## src/rtl/idct8_out_butterfly.sv

```systemverilog
// idct8_out_butterfly
//   Tail stage of the IDCT pipeline. Collects a block of eight butterfly-domain
//   samples y0..y7 (y0..y3 pair sums, y4..y7 pair differences) and reconstructs
//   x0..x7 by pairwise add/subtract and halving, saturated to the output width.
//   Two input banks let the next block load while the current one streams out.
//
// Ports
//   clk         clock, rising edge
//   rst_n       synchronous active-low reset
//   in_valid    in_sample valid this cycle
//   in_ready    a sample can be accepted this cycle (combinational)
//   in_sample   signed y(k), y0 first
//   out_valid   out_sample valid (registered)
//   out_sample  signed x(k), x0 first (registered)
//   parity_err  current output block had an odd pair sum (registered)
module idct8_out_butterfly #(
  parameter int DATA_IN_WIDTH  = 16,
  parameter int DATA_OUT_WIDTH = 12
) (
  input  logic                              clk,
  input  logic                              rst_n,
  input  logic                              in_valid,
  output logic                              in_ready,
  input  logic signed [DATA_IN_WIDTH-1:0]   in_sample,
  output logic                              out_valid,
  output logic signed [DATA_OUT_WIDTH-1:0]  out_sample,
  output logic                              parity_err
);

  typedef enum logic [1:0] {
    S_IDLE    = 2'd0,
    S_COMPUTE = 2'd1,
    S_OUTPUT  = 2'd2
  } state_e;

  localparam int SW = DATA_IN_WIDTH + 1;

  // Saturation bounds expressed at the sum/difference width.
  localparam logic signed [SW-1:0] SAT_MAX =
    {{(SW-DATA_OUT_WIDTH+1){1'b0}}, {(DATA_OUT_WIDTH-1){1'b1}}};
  localparam logic signed [SW-1:0] SAT_MIN =
    {{(SW-DATA_OUT_WIDTH+1){1'b1}}, {(DATA_OUT_WIDTH-1){1'b0}}};

  state_e                            state_q;
  logic signed [DATA_IN_WIDTH-1:0]   bank_q [2][8];
  logic [1:0]                        bank_full_q;
  logic                              wr_bank_q;
  logic                              rd_bank_q;
  logic [2:0]                        in_count_q;
  logic [2:0]                        out_count_q;
  logic signed [DATA_OUT_WIDTH-1:0]  r_q [8];
  logic signed [DATA_OUT_WIDTH-1:0]  r_d [8];
  logic signed [SW-1:0]              sum_w  [4];
  logic signed [SW-1:0]              diff_w [4];
  logic                              parity_d;
  logic                              accept;
  logic                              out_valid_q;
  logic signed [DATA_OUT_WIDTH-1:0]  out_sample_q;
  logic                              parity_err_q;

  assign in_ready   = !bank_full_q[wr_bank_q];
  assign accept     = in_valid && in_ready;
  assign out_valid  = out_valid_q;
  assign out_sample = out_sample_q;
  assign parity_err = parity_err_q;

  // Floor-halve then clamp into the output range.
  function automatic logic signed [DATA_OUT_WIDTH-1:0] halve_sat(
    input logic signed [SW-1:0] v
  );
    logic signed [SW-1:0] h;
    h = v >>> 1;
    if (h > SAT_MAX)      halve_sat = {1'b0, {(DATA_OUT_WIDTH-1){1'b1}}};
    else if (h < SAT_MIN) halve_sat = {1'b1, {(DATA_OUT_WIDTH-1){1'b0}}};
    else                  halve_sat = h[DATA_OUT_WIDTH-1:0];
  endfunction

  // Pairs (p, 7-p): sum gives x(p), difference gives x(7-p).
  always_comb begin
    parity_d = 1'b0;
    for (int unsigned i = 0; i < 8; i++) r_d[i] = '0;
    for (int unsigned p = 0; p < 4; p++) begin
      sum_w[p]  = $signed({bank_q[rd_bank_q][p[2:0]][DATA_IN_WIDTH-1],
                           bank_q[rd_bank_q][p[2:0]]})
                + $signed({bank_q[rd_bank_q][3'(7-p)][DATA_IN_WIDTH-1],
                           bank_q[rd_bank_q][3'(7-p)]});
      diff_w[p] = $signed({bank_q[rd_bank_q][p[2:0]][DATA_IN_WIDTH-1],
                           bank_q[rd_bank_q][p[2:0]]})
                - $signed({bank_q[rd_bank_q][3'(7-p)][DATA_IN_WIDTH-1],
                           bank_q[rd_bank_q][3'(7-p)]});
      r_d[p[2:0]]   = halve_sat(sum_w[p]);
      r_d[3'(7-p)]  = halve_sat(diff_w[p]);
      parity_d      = parity_d | sum_w[p][0];
    end
  end

  // Bank storage: a full bank is never written, so no clear/write conflict.
  always_ff @(posedge clk) begin
    if (rst_n && accept) bank_q[wr_bank_q][in_count_q] <= in_sample;
  end

  always_ff @(posedge clk) begin
    if (state_q == S_COMPUTE) r_q <= r_d;
  end

  always_ff @(posedge clk) begin
    if (!rst_n) begin
      state_q      <= S_IDLE;
      bank_full_q  <= '0;
      wr_bank_q    <= 1'b0;
      rd_bank_q    <= 1'b0;
      in_count_q   <= '0;
      out_count_q  <= '0;
      out_valid_q  <= 1'b0;
      out_sample_q <= '0;
      parity_err_q <= 1'b0;
    end else begin
      // in_count wraps 7->0, which is the clear on the 8th accept.
      if (accept) begin
        in_count_q <= in_count_q + 3'd1;
        if (in_count_q == 3'd7) begin
          bank_full_q[wr_bank_q] <= 1'b1;
          wr_bank_q              <= ~wr_bank_q;
        end
      end

      out_valid_q <= 1'b0;
      case (state_q)
        S_IDLE: begin
          if (bank_full_q[rd_bank_q]) state_q <= S_COMPUTE;
        end
        S_COMPUTE: begin
          bank_full_q[rd_bank_q] <= 1'b0;
          rd_bank_q              <= ~rd_bank_q;
          out_count_q            <= '0;
          parity_err_q           <= parity_d;
          state_q                <= S_OUTPUT;
        end
        S_OUTPUT: begin
          out_valid_q  <= 1'b1;
          out_sample_q <= r_q[out_count_q];
          out_count_q  <= out_count_q + 3'd1;
          // rd_bank_q already points at the next bank here.
          if (out_count_q == 3'd7)
            state_q <= bank_full_q[rd_bank_q] ? S_COMPUTE : S_IDLE;
        end
        default: state_q <= S_IDLE;
      endcase
    end
  end

endmodule

```

## config.mk

```make
export PLATFORM = sky130hd
export DESIGN_NAME = idct8_out_butterfly
export DESIGN_NICKNAME = d
export VERILOG_FILES = /design/src/rtl/idct8_out_butterfly.sv
export SDC_FILE = /design/constraint.sdc
export NUM_CORES = 1
export LEC_CHECK = 0
export CORE_ASPECT_RATIO = 1.4
export CORE_MARGIN = 4
export CORE_UTILIZATION = 57
export DETAILED_ROUTE_END_ITERATION = 12
export GPL_ROUTABILITY_DRIVEN = 0
export HOLD_SLACK_MARGIN = 0.06
export MAX_ROUTING_LAYER = met4
export PLACE_DENSITY = 0.77
export SLEW_MARGIN = 10
export SYNTH_ARGS = -nofsm -noshare
export SYNTH_HDL_FRONTEND = slang
export SYNTH_SLANG_ARGS = --single-unit
```

## constraint.sdc

```tcl
create_clock -name clk -period 3.9 [get_ports clk]
set_input_delay 0.78 -clock clk [delete_from_list [all_inputs] [get_ports clk]]
set_output_delay 0.78 -clock clk [all_outputs]
set_load 0.02 [all_outputs]
```

* Word-level counts from Yosys, hierarchy flattened
Memory sizes are Yosys's and may differ from the RTL's. A register that Yosys moved wholly into a read port is not among the register bits.
Cells that the tools add are included.
** Storage, ports and cells
- Output and inout bits :: 15
- Flip-flop bits (word level) :: 122
- Memories kept :: 1
- Memory bits (writable) :: 256
- Logic and storage cells :: 112
** Operators by class
- $lt $le $gt $ge :: 23
- $add $sub $neg :: 10
- Muxes and demuxes :: 35
- Bitwise operators :: 10
- Reduce and logical (&&, ||, !) cells :: 10
- Eq/ne operators :: 6
** Memory list
- bank_q :: depth 2, width 128, read ports 1, clocked after Yosys merged registers in 1, write ports 1, RTL line 45 : logic signed [DATA_IN_WIDTH-1:0] bank_q [2][8];
** Operator list (count)
- 16-bit by 12-bit greater-than comparator with 1-bit output (second input constant) :: 8
- 16-bit by 12-bit < comparator with 1-bit output (second input constant) :: 8
- 128-bit 2-to-1 mux :: 1
- 12-bit 2-to-1 mux :: 10
- 16-bit by 16-bit adder with 17-bit output :: 4
- 16-bit by 16-bit subtractor with 17-bit output :: 4
- 16-bit demux with 3-bit select :: 1
- 12-bit binary-select mux with 3-bit select :: 1
- 16-bit 2-to-1 mux :: 1
- 2-bit 2-to-1 mux :: 6
- 1-bit 2-to-1 mux :: 11
- 4-bit greater-or-equal comparator (second input constant) :: 2
- 3-bit inverter with 4-bit output :: 2
- 3-bit by 1-bit adder with 3-bit output (second input constant) :: 2
- 3-bit equality test (second input constant) :: 2
- 2-bit one-hot mux with 3 select lines :: 1
- 3-bit one-hot mux with 2 select lines :: 1
- 1-bit logical AND :: 5
- 1-bit by 2-bit < comparator with 1-bit output (second input constant) :: 2
- 4-bit by 1-bit < comparator with 1-bit output (second input constant) :: 1
- 2-bit != test (second input constant) :: 2
- 2-bit AND reduction :: 2
- 1-bit OR :: 3
- 2-bit bitwise AND :: 1
- other kinds (10) :: 13

* Longest topological paths before layout
- Depth after elaboration :: 10
- Depth in mapped cells :: 17
- Depth with buffers taken out :: 14

* Worst setup path after synthesis
Ideal clock, no wire load.
- Kind :: flip-flop to flip-flop
- Start :: reg (tool-made name)
- End :: reg r_q[14] (netlist bit) (data pin)
- Stages on the path, launching flop included :: 16
- Path slack :: -0.373 ns
- Data required time :: 3.628 ns
- Arrival time :: 4.001 ns
- Period minus slack after synthesis :: 4.273 ns
- Buffers on the path :: 3
- Cells stage by stage :: dfxtp_1 -> clkbuf_1 -> clkbuf_1 -> mux2i_1 -> inv_1 -> ha_1 -> nor2b_1 -> o2111ai_1 -> a211oi_1 -> o31ai_1 -> a21oi_1 -> a221o_1 -> xor2_1 -> o41ai_1 -> clkbuf_1 -> o21ai_0
** RTL lines
- end signal: assignment :: RTL line 103 : if (state_q == S_COMPUTE) r_q <= r_d;
- end: declaration :: RTL line 51 : logic signed [DATA_OUT_WIDTH-1:0] r_q [8];

==> flow_metrics.tcl <==
set metrics [dict create \
    power_leakage_nw 8.748 \
    min_period_ns 3.894 \
    skew_ns 0.01605 \
    die_area_um2 39780 \
    syn_nets 1863 \
    power_density_nw_per_um2 355.0 \
    cts_hold_buf 0 \
    cts_tree "done" \
    synth_top_area_share_pct 50.65 \
    synth_adder_area_share_pct 8.921 \
    synth_top_family_by_area "compound AO/OA/AOI/OAI gates" \
    slew_viol_final 0 \
    drtAntennaViolNets 0 \
    design_area_um2 24020 \
    die_w_um 169.7 \
    synth.area.mux_share_pct 10.01 \
    cts_sinks 379 \
    cp-end-kind "flop" \
    hold_violations 0 \
    arrival_ns 4.16 \
    avgSynthCellArea_um2 12.28 \
    syn_inst 1700 \
    synth_top_area_cell "edfxtp_1" \
    period_share_pct 99.85 \
    clock_latency_ns 0.53 \
    drt_pass1_iterations 7 \
    final_cells 2291 \
    yosysWarningCount 0 \
    wl_mm 50.50 \
    synth_compound_gate_area_share_pct 12.84 \
    post-route-util_pct 66.69 \
    outcome "finished clean" \
    num_io_pins 34 \
    place_ws_ns -0.1367 \
    grt_antenna_before_repair 0 \
    rows 82 \
    cp.required_ns 4.17 \
    die_y_um 234.4 \
    seq_area_frac_synth_pct 53.24 \
    ys_types 80 \
    post_drt_wl_per_cell_um 22.04 \
    cts_root_buf "clkbuf_16" \
    io_buffers 33 \
    synth_common_cells "edfxtp_1 (352), a21oi_1 (152), ha_1 (136)" \
    synthSimpleGateAreaFrac_pct 6.415 \
    synth-seq-cells 379 \
    setup_viol 0 \
    worst_slew_pin_slew_ns 1.127 \
    max-slew-margin-rel_pct 24.76 \
    layout_setup_ws_ns 0.005946 \
    layout.nets 1965 \
    synth_flop_cell "edfxtp_1" \
    dp_hpwl_mm 35.61 \
    ctsLongestPathBuffers 3 \
    place_area_um2 22210 \
    async_flop_share_pct 0 \
    drt_iter0_drc 1146 \
    overflow 0 \
    netlist_top_cells_area "edfxtp_1 (51%), ha_1 (8.2%), mux2i_1 (4.1%)" \
    htree_levels 2 \
    yosysMostFrequentCell "edfxtp_1" \
    cap_violations 0 \
    vias_per_cell 6.135 \
    grt_pass1_vias 13700 \
    drc_errors 0 \
    worstHoldPathType "reg2reg" \
    min-delay-start "out_sample[4]" \
    cts.clk_slew.worst_paths_ns 0.07 \
    setup.worst_path.class "reg2reg" \
    core_area_um2 36010 \
    power.total_mw 8.525 \
    area_growth_syn_to_layout_pct 15.08 \
    num_vias 14060 \
    start_util_pct 57.95 \
    fmax_mhz 256.8 \
    critPathMaxFanout 13 \
    peakVddDrop_mv 0.2865 \
    synth_xor_area_share_pct 4.365 \
    grt_first_pass_wirelength_mm 76.49 \
    drive_above_1_share_pct 19.26 \
    cts_buffers 36 \
    syn-cell-area_um2 20870 \
    synth-edff-count 352 \
    dp.cells 2206 \
    rsz0062_at_grt "true" \
    track_usage_pct 25.59 \
    grt_max_degree 82 \
    critPathLaunchType "flop" \
]
## metrics by stage
stage / hold slack, ns / setup TNS (ns)
finish: 0.4771 / 0
global route: 0.4905 / -1.561
CTS: 0.4810 / 0
detailed placement: 0.4662 / -0.2226
global placement: 0.4617 / -0.1124
floorplan: 0.4731 / 0
## sequential cells by signal, indices dropped and copies added (netlist names), named ones only
register and cells:
bank_full_q 2, bank_q 256, in_count_q 3, out_count_q 3
out_sample 12, out_valid 1, parity_err 1, r_q 96
rd_bank_q 1, state_q 2, wr_bank_q 1
## where the power goes
group | switching (mW) | internal [mW]
Sequential | 0.00953 | 4.46
Clock | 1.48 | 2.06
Combinational | 0.322 | 0.194
Total | 1.81 | 6.71
## timing repair
item	in CTS	in global routing
pin swaps	1	20
gates cloned	1	3
setup endpoints to repair	8	85
gates resized for setup	6	92
setup buffers	0	16
hold endpoints to repair	0	0
## area by class of cell
class                   instances  area, um^2
fillers                      2473       12000
clock inverters                15       135.1
inverters                     136       510.5
clock buffers                  49        1067
diodes                          1       2.502
flip-flops and latches        379       11110
well taps                     462       578.1
multi-input cells            1108        9345
repair buffers                141        1264
## path summary, 6_finish.rpt
kind	endpoint	slack, ns	cells past startpoint
worst max register to register	r_q[91]	0.006	15
worst min register to register	out_sample[4]	0.48	1
worst min-delay path	out_sample[4]	0.48	1
worst max-delay path	r_q[91]	0.006	15
## cells in the final DEF (no fill, tap or decap), types with 6 or more instances in the layout
master,instances
nor3_1,14
a21oi_1,138
xor2_1,15
edfxtp_1,352
nor4_1,6
clkinv_2,6
nor2_1,100
fa_1,6
a31oi_1,9
a21oi_2,14
clkdlybuf4s50_1,33
o31ai_1,15
o211a_1,12
mux2i_1,76
nand3_1,10
nand4_1,9
nor2b_1,19
clkbuf_16,40
a21o_1,15
inv_1,135
mux4_2,24
o2111ai_1,7
o21ai_0,65
xnor2_1,81
nand2_1,60
o21bai_1,22
nand2b_1,22
and2_1,9
dfxtp_1,26
xnor2_2,7
ha_1,129
buf_4,99
o211ai_1,12
o21ai_1,9
a211oi_1,6
mux2i_2,7
mux2_2,61
ha_2,6
o21a_1,7
## worst max-delay path, stage by stage, from the launching register on
cell,delay (ns)
dfxtp_4,0.38
buf_12,0.17
buf_4,0.16
mux2i_4,0.27
inv_1,0.09
ha_1,0.32
nor2b_1,0.19
nor3_1,0.11
o31ai_4,0.27
o211ai_2,0.16
o41a_4,0.42
o41ai_4,0.27
xnor2_2,0.18
o41ai_4,0.34
buf_6,0.20
a21oi_1,0.08
## cells by family (layout without fill, tap and decap cells)
logic type,after synthesis,after routing
AOI/OAI and AO/OA,406,408
xor gates and xnor gates,104,104
adders and majority gates,144,144
buffers and inverters,215,341
DFF,379,379
muxes,171,171
other,0,1
and+or+nand+nor,281,281
## routing by layer
layer	vias up	share of wire, %	GRT usage, %	wire length, um
met5	-	0	-	0
met4	0	5.3	10.85	2679
met3	156	5.7	2.985	2867
met2	585	50	43.80	25500
met1	6842	39	30.78	19450
li1	6472	-	-	-
(Power assumes the default switching activity.)
==> RTL edit (config.mk and constraints unchanged) <==
`DATA_IN_WIDTH`: 16 -> 18.
--- a/src/rtl/idct8_out_butterfly.sv
+++ b/src/rtl/idct8_out_butterfly.sv
@@ -14,7 +14,7 @@
 //   out_sample  signed x(k), x0 first (registered)
 //   parity_err  current output block had an odd pair sum (registered)
 module idct8_out_butterfly #(
-  parameter int DATA_IN_WIDTH  = 16,
+  parameter int DATA_IN_WIDTH  = 18,
   parameter int DATA_OUT_WIDTH = 12
 ) (
   input  logic                              clk,
Ports: changed (resized in_sample); port bits go from 34 to 36. The function was not compared with the original's and may differ.
==> RTL edit against the unedited design <==
- the run now ends with setup timing left
- worst setup slack worse by 6.6 ps
- routed wire length up 23%
- design area is 16% higher
- sequential cell count increased by 32
- synthesized area rose by 13%
- total power rose by 8.5%
- clock skew grew 6.5 ps
- sequential power up 8.5%
==> RTL edit: results (changes against the unedited design) <==
| Metric | Value |
|---|---|
| Status | finished, violations left |
| Failing checks | setup timing |
| Tightest Pin Transition | 1142 ps (+14.78 ps) |
| Max FFs per register | 288 (+13%) |
| Setup violations, final | 1 (+1) |
| Net count after synthesis | 2175 (+17%) |
| Leak | 10.25 nW (+17%) |
| Cell count after placement | 2642 (+20%) |
| First-iteration detailed-routing DRC count | 1739 (+52%) |
| Post-synth EDFFs | 384 (+9.1%) |
| Pre-CTS WS | -294.9 ps (-158.2 ps) |
| Worst setup margin | -0.6559 ps (-6.602 ps) |
| Uppermost layer routed | met4 |
| CTS H-tree lvls | 2 (unchanged) |
| Worst-path maximum fanout | 10 (-3) |
| Met2 Routed Length | 31180 um (+22%) |
| Vias in the first global route | 16450 (+20%) |
| Port Buf Inserts | 35 (+6.1%) |
| Worst path arrival time | 4300 ps (+140 ps) |
| Clock transition at path regs | 70 ps (about the same) |
| Skew-Pair Late Insertion Delay | 560 ps (+30 ps) |
| Vias | 16980 (+21%) |
| Cts bufs inserted | 39 (+8.3%) |
| First-pass GRT wire length | 89760 um (+17%) |
| Syn avg cell area | 11.79 um2 (-4.0%) |
| Final cell count without fillers | 2739 (+20%) |
| Largest net degree at the start of global routing | 51 (-38%) |
| Initial DRT Pass Iterations | 6 (-1) |
| Hpwl dp | 43090 um (+21%) |
| Asr flop ratio synth | 0 (unchanged) |
| Setup TNS Final | -0.6559 ps (-0.6559 ps) |
| Initial antenna violation count | 2 (+2) |
| Final #Nets | 2358 (+20%) |
| Share of cells above drive strength 1 | 0.2381 (+0.04554) |
| Synth top area share | 0.4907 (-0.01582) |
| Post-synth top cells | 384 x edfxtp_1, 156 x inv_1, 152 x ha_1 |
| Routed len/inst | 22.68 um (+2.9%) |
| Netlist cell types | 87 (+8.8%) |
| Tot GR Track Use | 0.2662 (+0.01032) |
| Worst Skew | 22.59 ps (+6.537 ps) |
| Sequential area share after synthesis | 0.5137 (-0.01872) |
| Top post-synthesis cells by area | edfxtp_1 49%, ha_1 8.1%, mux2i_1 4.1%, mux2_2 3.4%, xnor2_1 3.4% |
| Synthesis Warnings | 0 (unchanged) |
| M1 WL | 22510 um (+16%) |
| Max IR drop VDD | 0.2527 mV (-12%) |
| Met3 WL | 3984 um (+39%) |
| Number of diodes | 0 (-1) |
| FILL cells | 2753 (+11%) |
## RTL edit: cell types whose count changed after synthesis, sizes merged, moves of 14 or more
cell and delta:
nand3 +15, nor2 +44, edfxtp +32, ha +16, inv +22, nor3 +17, buf +35, a21o +14
## RTL edit: repair_timing
action / CTS / global route
endpoints found under the setup margin: 36 / 87
pin swaps: 3 / 30
gates cloned: 1 / 9
buffers inserted: 2 / 16
resized for setup: 18 / 172
## RTL edit: power by group
| group | switching [mW] | total, mW | internal (mW) |
|---|---|---|---|
| Sequential | 0.00873 | 4.85 | 4.84 |
| Combinational | 0.402 | 0.659 | 0.258 |
| Clock | 1.60 | 3.74 | 2.14 |
## RTL edit: final timing paths
kind | start | endpoint | slack, ps | cells past startpoint
hold / removal | out_sample[5] | out_sample[5] | 480 | 1
hold reg to reg | out_sample[5] | out_sample[5] | 480 | 1
setup reg to reg | flop | r_q[57] | -0.7 | 13
setup / recovery | flop | r_q[57] | -0.7 | 13
## RTL edit: critical path: stages (launching register included)
cell and delay [ps]:
dfxtp_4 370, buf_12 170, clkbuf_16 200, mux2i_2 330
ha_4 260, or3_4 390, o211ai_4 240, nor4b_2 80
buf_4 150, o31ai_4 310, xnor2_2 120, or3_4 400
o41a_4 560, a21oi_1 160
## RTL edit: final cells by class
| type | count | share of cell area |
|---|---|---|
| clock inverters | 17 | 0.005840 |
| well taps | 534 | 0.02399 |
| multi-input cells | 1328 | 0.4022 |
| clock buffers | 52 | 0.03868 |
| flip-flops and latches | 411 | 0.4335 |
| repair buffers | 239 | 0.07448 |
| inverters | 158 | 0.02129 |
## RTL edit: cell families after synthesis
logic type,after synthesis,synth area share
fa+ha+maj,160,0.08774
mux,191,0.09791
flops,411,0.5137
buf+inv,258,0.04563
compound gates,455,0.1295
xor+xnor,109,0.04062
simple gates,410,0.08487
## RTL edit: layer usage
metal,up-vias,GRT usage
met5,-,-
met3,253,0.02921
met2,805,0.4751
met1,8223,0.2933
met4,0,0.1462
li1,7703,-
## RTL edit: metrics by stage
stage / instance area (um2) / power, mW
final: 27850 / 9.253
after global routing: 27850 / 9.508
after CTS: 26840 / 9.212
after detailed placement: 25500 / 5.527
after global placement: 25500 / 5.509
after floorplan: 23520 / 5.274
